===== config.mk =====
export PLATFORM = sky130hd
export DESIGN_NAME = fir_tap_scheduler_flat
export DESIGN_NICKNAME = d
export VERILOG_FILES = /design/src/rtl/fir_tap_scheduler_if.sv /design/src/rtl/fir_tap_scheduler.sv /design/src/flat_wrapper.sv
export SDC_FILE = /design/constraint.sdc
export NUM_CORES = 1
export LEC_CHECK = 0
export BUFFER_PORTS_ARGS = -buffer_cell sky130_fd_sc_hd__buf_2
export CORE_MARGIN = 4
export CORE_UTILIZATION = 45
export CTS_CLUSTER_SIZE = 16
export DETAILED_ROUTE_END_ITERATION = 6
export PLACE_DENSITY = 0.78
export SLEW_MARGIN = 20
export SYNTH_ARGS = -nofsm -noshare
export SYNTH_HDL_FRONTEND = slang
export SYNTH_SLANG_ARGS = --single-unit

===== constraint.sdc =====
create_clock -name clk -period 1.9 [get_ports clk]
set_input_delay 0.285 -clock clk [delete_from_list [all_inputs] [get_ports clk]]
set_output_delay 0.285 -clock clk [all_outputs]
set_load 0.02 [all_outputs]

===== src/rtl/fir_tap_scheduler_if.sv =====
// fir_tap_scheduler_if: sample FIFO, MAC control and coefficient-port signals of the FIR tap scheduler.
interface fir_tap_scheduler_if #(parameter int AW = 6);
    logic          fifo_empty, fifo_rd, shift_en, mac_en, mac_clr, mac_last, y_valid;
    logic          cw_req, cw_grant, cmem_wen, busy;
    logic [AW-1:0] tap_addr, cw_addr, cmem_addr;
    modport master (
        input  fifo_empty, cw_req, cw_addr,
        output fifo_rd, shift_en, tap_addr, mac_en, mac_clr, mac_last, y_valid,
               cw_grant, cmem_addr, cmem_wen, busy
    );
    modport slave (
        output fifo_empty, cw_req, cw_addr,
        input  fifo_rd, shift_en, tap_addr, mac_en, mac_clr, mac_last, y_valid,
               cw_grant, cmem_addr, cmem_wen, busy
    );
endinterface


===== src/rtl/fir_tap_scheduler.sv =====
// fir_tap_scheduler: per-sample FIR MAC sequencer sharing the coefficient port with host writes.
module fir_tap_scheduler #(
    parameter int N    = 64,
    parameter int AW   = 6,
    parameter int PIPE = 2
) (
    input logic clk,
    input logic rst,
    fir_tap_scheduler_if.master bus
);
    // One counter serves the write burst, the tap walk and the drain, as they never overlap.
    localparam int CW = (AW + 1 > $clog2(PIPE + 1)) ? AW + 1 : $clog2(PIPE + 1);
    typedef enum logic [2:0] {IDLE, COEF, POP, SHIFT, MAC, DRAIN} state_t;
    state_t        state_q, state_d;
    logic [CW-1:0] cnt_q, cnt_d, cnt_inc;
    logic          last_coef_q, last_coef_d;
    logic          in_mac;
    assign cnt_inc = cnt_q + CW'(1);
    always_ff @(posedge clk) begin
        if (rst) begin
            state_q     <= IDLE;
            cnt_q       <= '0;
            last_coef_q <= 1'b1;
        end else begin
            state_q     <= state_d;
            cnt_q       <= cnt_d;
            last_coef_q <= last_coef_d;
        end
    end
    always_comb begin
        state_d     = state_q;
        cnt_d       = cnt_q;
        last_coef_d = last_coef_q;
        case (state_q)
            IDLE: begin
                if (!bus.fifo_empty && (!bus.cw_req || last_coef_q)) begin
                    state_d     = POP;
                    last_coef_d = 1'b0;
                end else if (bus.cw_req) begin
                    state_d     = COEF;
                    last_coef_d = 1'b1;
                end
            end
            COEF: begin
                // The burst cap keeps a held request from starving samples.
                if (!bus.cw_req || cnt_inc == CW'(N)) begin
                    state_d = IDLE;
                    cnt_d   = '0;
                end else begin
                    cnt_d = cnt_inc;
                end
            end
            POP:   state_d = SHIFT;
            SHIFT: state_d = MAC;
            MAC: begin
                state_d = (cnt_q == CW'(N - 1)) ? DRAIN : MAC;
                cnt_d   = (cnt_q == CW'(N - 1)) ? '0 : cnt_inc;
            end
            DRAIN: begin
                state_d = (cnt_q == CW'(PIPE - 1)) ? IDLE : DRAIN;
                cnt_d   = (cnt_q == CW'(PIPE - 1)) ? '0 : cnt_inc;
            end
            default: begin
                state_d = IDLE;
                cnt_d   = '0;
            end
        endcase
    end
    assign in_mac        = state_q == MAC;
    assign bus.tap_addr  = in_mac ? cnt_q[AW-1:0] : '0;
    assign bus.fifo_rd   = state_q == POP;
    assign bus.shift_en  = state_q == SHIFT;
    assign bus.mac_en    = in_mac;
    assign bus.mac_clr   = in_mac && cnt_q == '0;
    assign bus.mac_last  = in_mac && cnt_q == CW'(N - 1);
    assign bus.y_valid   = state_q == DRAIN && cnt_q == CW'(PIPE - 1);
    assign bus.cw_grant  = state_q == COEF;
    assign bus.cmem_wen  = state_q == COEF && bus.cw_req;
    assign bus.cmem_addr = (state_q == COEF) ? bus.cw_addr : bus.tap_addr;
    assign bus.busy      = state_q != IDLE;
endmodule


===== src/flat_wrapper.sv =====
// flat-port wrapper written by rule: the top's interface ports become plain ports
module fir_tap_scheduler_flat 
#(
    parameter int N    = 64,
    parameter int AW   = 6,
    parameter int PIPE = 2
)
  (clk, rst, bus_fifo_empty, bus_cw_req, bus_cw_addr, bus_fifo_rd, bus_shift_en, bus_tap_addr, bus_mac_en, bus_mac_clr, bus_mac_last, bus_y_valid, bus_cw_grant, bus_cmem_addr, bus_cmem_wen, bus_busy);
  fir_tap_scheduler_if #(.AW(AW)) bus_i ();
  input logic clk;
  input logic rst;
  input wire logic [$bits(bus_i.fifo_empty)-1:0] bus_fifo_empty;
  input wire logic [$bits(bus_i.cw_req)-1:0] bus_cw_req;
  input wire logic [$bits(bus_i.cw_addr)-1:0] bus_cw_addr;
  output wire logic [$bits(bus_i.fifo_rd)-1:0] bus_fifo_rd;
  output wire logic [$bits(bus_i.shift_en)-1:0] bus_shift_en;
  output wire logic [$bits(bus_i.tap_addr)-1:0] bus_tap_addr;
  output wire logic [$bits(bus_i.mac_en)-1:0] bus_mac_en;
  output wire logic [$bits(bus_i.mac_clr)-1:0] bus_mac_clr;
  output wire logic [$bits(bus_i.mac_last)-1:0] bus_mac_last;
  output wire logic [$bits(bus_i.y_valid)-1:0] bus_y_valid;
  output wire logic [$bits(bus_i.cw_grant)-1:0] bus_cw_grant;
  output wire logic [$bits(bus_i.cmem_addr)-1:0] bus_cmem_addr;
  output wire logic [$bits(bus_i.cmem_wen)-1:0] bus_cmem_wen;
  output wire logic [$bits(bus_i.busy)-1:0] bus_busy;
  assign bus_i.fifo_empty = bus_fifo_empty;
  assign bus_i.cw_req = bus_cw_req;
  assign bus_i.cw_addr = bus_cw_addr;
  assign bus_fifo_rd = bus_i.fifo_rd;
  assign bus_shift_en = bus_i.shift_en;
  assign bus_tap_addr = bus_i.tap_addr;
  assign bus_mac_en = bus_i.mac_en;
  assign bus_mac_clr = bus_i.mac_clr;
  assign bus_mac_last = bus_i.mac_last;
  assign bus_y_valid = bus_i.y_valid;
  assign bus_cw_grant = bus_i.cw_grant;
  assign bus_cmem_addr = bus_i.cmem_addr;
  assign bus_cmem_wen = bus_i.cmem_wen;
  assign bus_busy = bus_i.busy;
  fir_tap_scheduler #(.N(N), .AW(AW), .PIPE(PIPE)) u_core (.clk(clk), .rst(rst), .bus(bus_i));
endmodule

==> Yosys cells after proc, flatten, opt, wreduce, memory -nomap -nowiden <==
Index checks and enable logic that the tools add are counted.
{ "word_totals": {"register_bits": 11, "inputBits": 10, "elab_cells": 44, "output_inout_bits": 21} }
{ "classes": {"n_reduce_logical": 16, "n_mux": 14, "n_eq_ne": 10, "addsub": 1} }
{ "op_table": {"columns": ["operator", "count"], "rows": [
  ["7-bit case mux with 4 select lines", 1],
  ["7-bit 2-to-1 mux", 3],
  ["3-bit case mux with 6 select lines", 1],
  ["3-bit 2-to-1 mux", 4],
  ["6-bit 2-to-1 mux", 2],
  ["7-bit by 1-bit adder with 7-bit output (second input constant)", 1],
  ["7-bit by 1-bit equality test with 1-bit output (second input constant)", 1],
  ["7-bit by 6-bit equality test with 1-bit output (second input constant)", 1],
  ["7-bit equality test (second input constant)", 1],
  ["7-bit zero test", 1],
  ["3-bit by 2-bit equality test with 1-bit output (second input constant)", 2],
  ["3-bit equality test (second input constant)", 2],
  ["1-bit logical AND", 5],
  ["2-bit AND reduction", 2],
  ["3-bit by 1-bit equality test with 1-bit output (second input constant)", 1],
  ["3-bit zero test", 1],
  ["1-bit 2-to-1 mux", 3],
  ["3-bit by 2-bit != test with 1-bit output (second input constant)", 1],
  ["3-bit nonzero test", 1],
  ["3-bit OR reduction", 1],
  ["1-bit zero test", 2],
  ["1-bit logical OR", 2],
  ["2-bit by 1-bit != test with 1-bit output (second input constant)", 1],
  ["2-bit nonzero test", 1]
]} }

==> Depth between registers and ports, before layout <==
{ "logic_depth": {"word_depth": 5, "depth_mapped": 7, "depth_no_buf": 6} }

==> Worst setup path after synthesis <==
OpenSTA, ideal clock, no wires.
{ "synth_timing": {"path_type": "flip-flop to flip-flop", "from": "register u_core.cnt_q[0]", "to": "register u_core.state_q[0]", "path_slack_ns": 0.108, "path_buffers": 0, "t_arrival_ns": 1.705, "required_ns": 1.814, "setup_time_ns": 0.086, "synth_period_minus_slack_ns": 1.792, "stages_incl_launch_ff": 7, "cell_sequence": "dfxtp_1 -> ha_1 -> and3_1 -> nand3_1 -> nor3b_2 -> a21oi_1 -> a221oi_2"} }
{ "synth_via": {"elab_chain_len": 5, "elab_cells_between_ends": 10, "classes_between": "add/sub: 1; eq/ne: 4; mux: 3; reduce/logical: 2"} }
{ "synth_lines": {"columns": ["item", "line", "source"], "rows": [
  ["from (decl)", "fir_tap_scheduler.sv:15", "logic [CW-1:0] cnt_q, cnt_d, cnt_inc;"],
  ["from (signal assigned)", "fir_tap_scheduler.sv:26", "cnt_q <= cnt_d;"],
  ["7-bit by 1-bit adder with 7-bit output", "fir_tap_scheduler.sv:18", "assign cnt_inc = cnt_q + CW'(1);"],
  ["7-bit equality test", "fir_tap_scheduler.sv:46", "if (!bus.cw_req || cnt_inc == CW'(N)) begin"],
  ["1-bit logical OR", "fir_tap_scheduler.sv:46", null],
  ["2-bit by 1-bit != test with 1-bit output (no line)", null, null],
  ["2-bit AND reduction (no line)", null, null],
  ["to (signal assigned)", "fir_tap_scheduler.sv:25", "state_q <= state_d;"],
  ["to (decl)", "fir_tap_scheduler.sv:14", "state_t state_q, state_d;"]
]} }
Several ways; a longest one is shown, not always the timed one.
A chain may end at the register's enable or synchronous reset.

==> Worst setup path after layout <==
{ "layout_timing": {"from": "register u_core.cnt_q[1]", "to": "output port bus_mac_last"} }
{ "layout_via": {"elab_chain_len": 2} }
{ "layout_lines": {"columns": ["item", "line", "source"], "rows": [
  ["7-bit by 6-bit equality test with 1-bit output", "fir_tap_scheduler.sv:75", "assign bus.mac_last = in_mac && cnt_q == CW'(N - 1);"],
  ["1-bit logical AND", "fir_tap_scheduler.sv:75", null],
  ["to (decl)", "flat_wrapper.sv:20", "output wire logic [$bits(bus_i.mac_last)-1:0] bus_mac_last;"]
]} }
Every way passes these cells.

==> flow_metrics.tcl <==
set metrics [dict create \
    viasPerCell 5.532 \
    start_kind "register" \
    mostFrequentLayoutCell "buf_2" \
    status "finished clean" \
    regToRegStartpoint "u_core.cnt_q[4]$_SDFFE_PP0N_" \
    rsz0062_at_grt "true" \
    relSlewSlack_pct 71.83 \
    die_w_um 52.96 \
    dieHeight_um 52.96 \
    insertedDiodeCount 0 \
    min_path_cells 3 \
    required_ps 1620 \
    die-area_um2 2805 \
    ys_ff_latch 11 \
    yosysSeqAreaShare_pct 24.21 \
    final_cell_mix "29 x buf_2, 11 x nand2_1, 10 x a21oi_1" \
    gp_congestion 0.8417 \
    reg2reg_to "u_core.state_q[0]$_SDFFE_PP0P_" \
    finalHoldViolCount 0 \
    areaGrowthSynthToFinish_pct 30.81 \
    grt_busiest_layer "met2" \
    slew_viol_final 0 \
    dp_slack_ps 54.40 \
    crit_arrival_ps 1560 \
    clock_latency_ps 280 \
    drt-initial-drc-count 22 \
    worst_slew_pin_slew_ps 418.2 \
    clock-root-buffer "clkbuf_4" \
    regToRegSetupSlack_ps 220 \
    synth.distinct_cells 39 \
    grt_start_max_net_pins 12 \
    wl_um 2421 \
    syn_inst 113 \
    fin_nets 160 \
    drt-wirelength-per-cell_um 13.99 \
    fmax_ghz 0.5427 \
    synth_edf_count 0 \
    cts_buffer_depth 2 \
    ir_drop_mv 0.4350 \
    netlist_area_um2 909.6 \
    drc 0 \
    finalSetupViolCount 0 \
    ys.flop_type "dfxtp_1" \
    power_leakage_nw 0.5562 \
    multi_input_area_um2 655.6 \
    pwr_density_cell_nw_per_um2 560.5 \
    syn_avg_cell_area_um2 8.050 \
    worst_hold_slack_ps 258.4 \
    drive_above_1_share_pct 43.15 \
    port_buffers 30 \
    synth_nets 126 \
    cts_buffers 3 \
    setup_slack_ps 57.36 \
    gr-total-overflow 0 \
    cp-end-kind "primary output" \
    grtUsageMet1_pct 22.05 \
    grt_pass1_wl_um 3857 \
    gr-usage-all-layers_pct 18.89 \
    critPathKind "register to primary output" \
    clkTransAtPathRegs_ps 70 \
    first_global_vias 881 \
    rr_worst_depth 5 \
    cp-startpoint "u_core.cnt_q[1]$_SDFFE_PP0N_" \
    min_period_over_period_pct 96.98 \
    initial_utilization_pct 46.84 \
    rows 16 \
    antenna_found_initial 0 \
    met2_usage_pct 29.34 \
    io_pins 31 \
    ff_latch_area_um2 239.0 \
    met3_usage_pct 4.225 \
    async_flop_share_pct 0 \
    ctsHtreeMaxLevel 1 \
    coreArea_um2 1942 \
    total_power_mw 0.6670 \
    cts_tree "yes" \
    antenna_left 0 \
    period_minus_slack_ps 1843 \
    tns_ps 0 \
    min_from "bus_fifo_empty" \
    clock_skew_ps 5.357 \
    hold_end "u_core.last_coef_q$_SDFFE_PP1P_" \
    holdCritPathClass "input port to register" \
    dr.pass1.iters 4 \
    fillers 173 \
    vias 957 \
    yosys_warnings 0 \
    dp_hpwl_um 1722 \
    clock-sinks 11 \
    crit_fanout 8 \
    drv_cap 0 \
]
## routing by layer
metal  wire length, um  part of all wire [%]  vias to the layer above
li1                  -                     -                      470
met1              1007                    42                      434
met2              1127                    47                       44
met3               198                   8.2                        9
met4                87                   3.6                        0
met5                 0                     0                        -
## state kept, by name, indices dropped and copies added, names as in the netlist
signal              cells
u_core.cnt_q            7
u_core.last_coef_q      1
u_core.state_q          3
## worst max path at each step
stage               slack, ps                              to
floorplan                 110  u_core.state_q[0]$_SDFFE_PP0P_
global placement          140                    bus_mac_last
detailed placement         50    u_core.cnt_q[4]$_SDFFE_PP0N_
CTS                         5                    bus_mac_last
global route              -20                    bus_mac_last
finish                     60                    bus_mac_last
## synthesized netlist by cell type, types with 2 or more instances
master | count | area share [%]
nor2_1 | 8 | 3.3
nand3_1 | 4 | 2.2
a21oi_1 | 10 | 5.5
ha_1 | 3 | 4.1
clkbuf_1 | 2 | 0.83
and2_1 | 5 | 3.4
o21ai_0 | 2 | 1.1
a211oi_1 | 2 | 1.7
a22oi_1 | 2 | 1.7
a21o_1 | 6 | 5.0
xnor2_1 | 3 | 2.9
dfxtp_1 | 11 | 24
nor3_1 | 4 | 2.2
buf_4 | 6 | 5.0
nor2b_1 | 3 | 2.1
nor4_1 | 2 | 1.4
o21ai_1 | 4 | 2.2
nand2_1 | 11 | 4.5
inv_1 | 5 | 2.1
## logic make-up (layout without fill, tap and decap cells)
kind of cell	Yosys count	after routing	synth area share (%)
xor+xnor	4	4	3.852
mux	1	1	1.238
buf+inv	14	47	8.390
simple gates	48	48	31.09
compound gates	32	32	27.10
flops	11	11	24.21
fa+ha+maj	3	3	4.127
## critical path, cell delays in order (launching register included)
cell and delay (ps):
dfxtp_4 400, ha_4 160, and3_4 210, nand3_4 110, nor3b_4 250, buf_6 150
## layout make-up
| cell class | instances | area share [%] |
|---|---|---|
| tap | 27 | 2.839 |
| multi-input combinational | 88 | 55.10 |
| sequential | 11 | 20.08 |
| inverter | 5 | 1.577 |
| clock buffer | 4 | 2.208 |
| timing repair buffer | 38 | 18.19 |
## power breakdown
part / leakage [nW] / switching (mW) / internal [mW]
clock network: 0.0150 / 0.0890 / 0.0817
registers: 0.0940 / 0.0227 / 0.244
logic: 0.447 / 0.136 / 0.0939
total: 0.556 / 0.248 / 0.419
## what timing repair did
item                       CTS  global route
pin swaps                    1             1
hold buffers                 0             0
gates resized for setup     12             8
setup endpoints to repair   16            12
buffers inserted             1             2
## stage by stage
stage               utilization, %  cell area (um2)  std cells
global route                 61.28             1190        173
global placement             55.28             1074        166
finish                       61.28             1190        173
CTS                          59.15             1149        171
floorplan                        -            909.6        113
detailed placement           55.28             1074        166
Note: power is estimated with default switching activity, not from simulation.
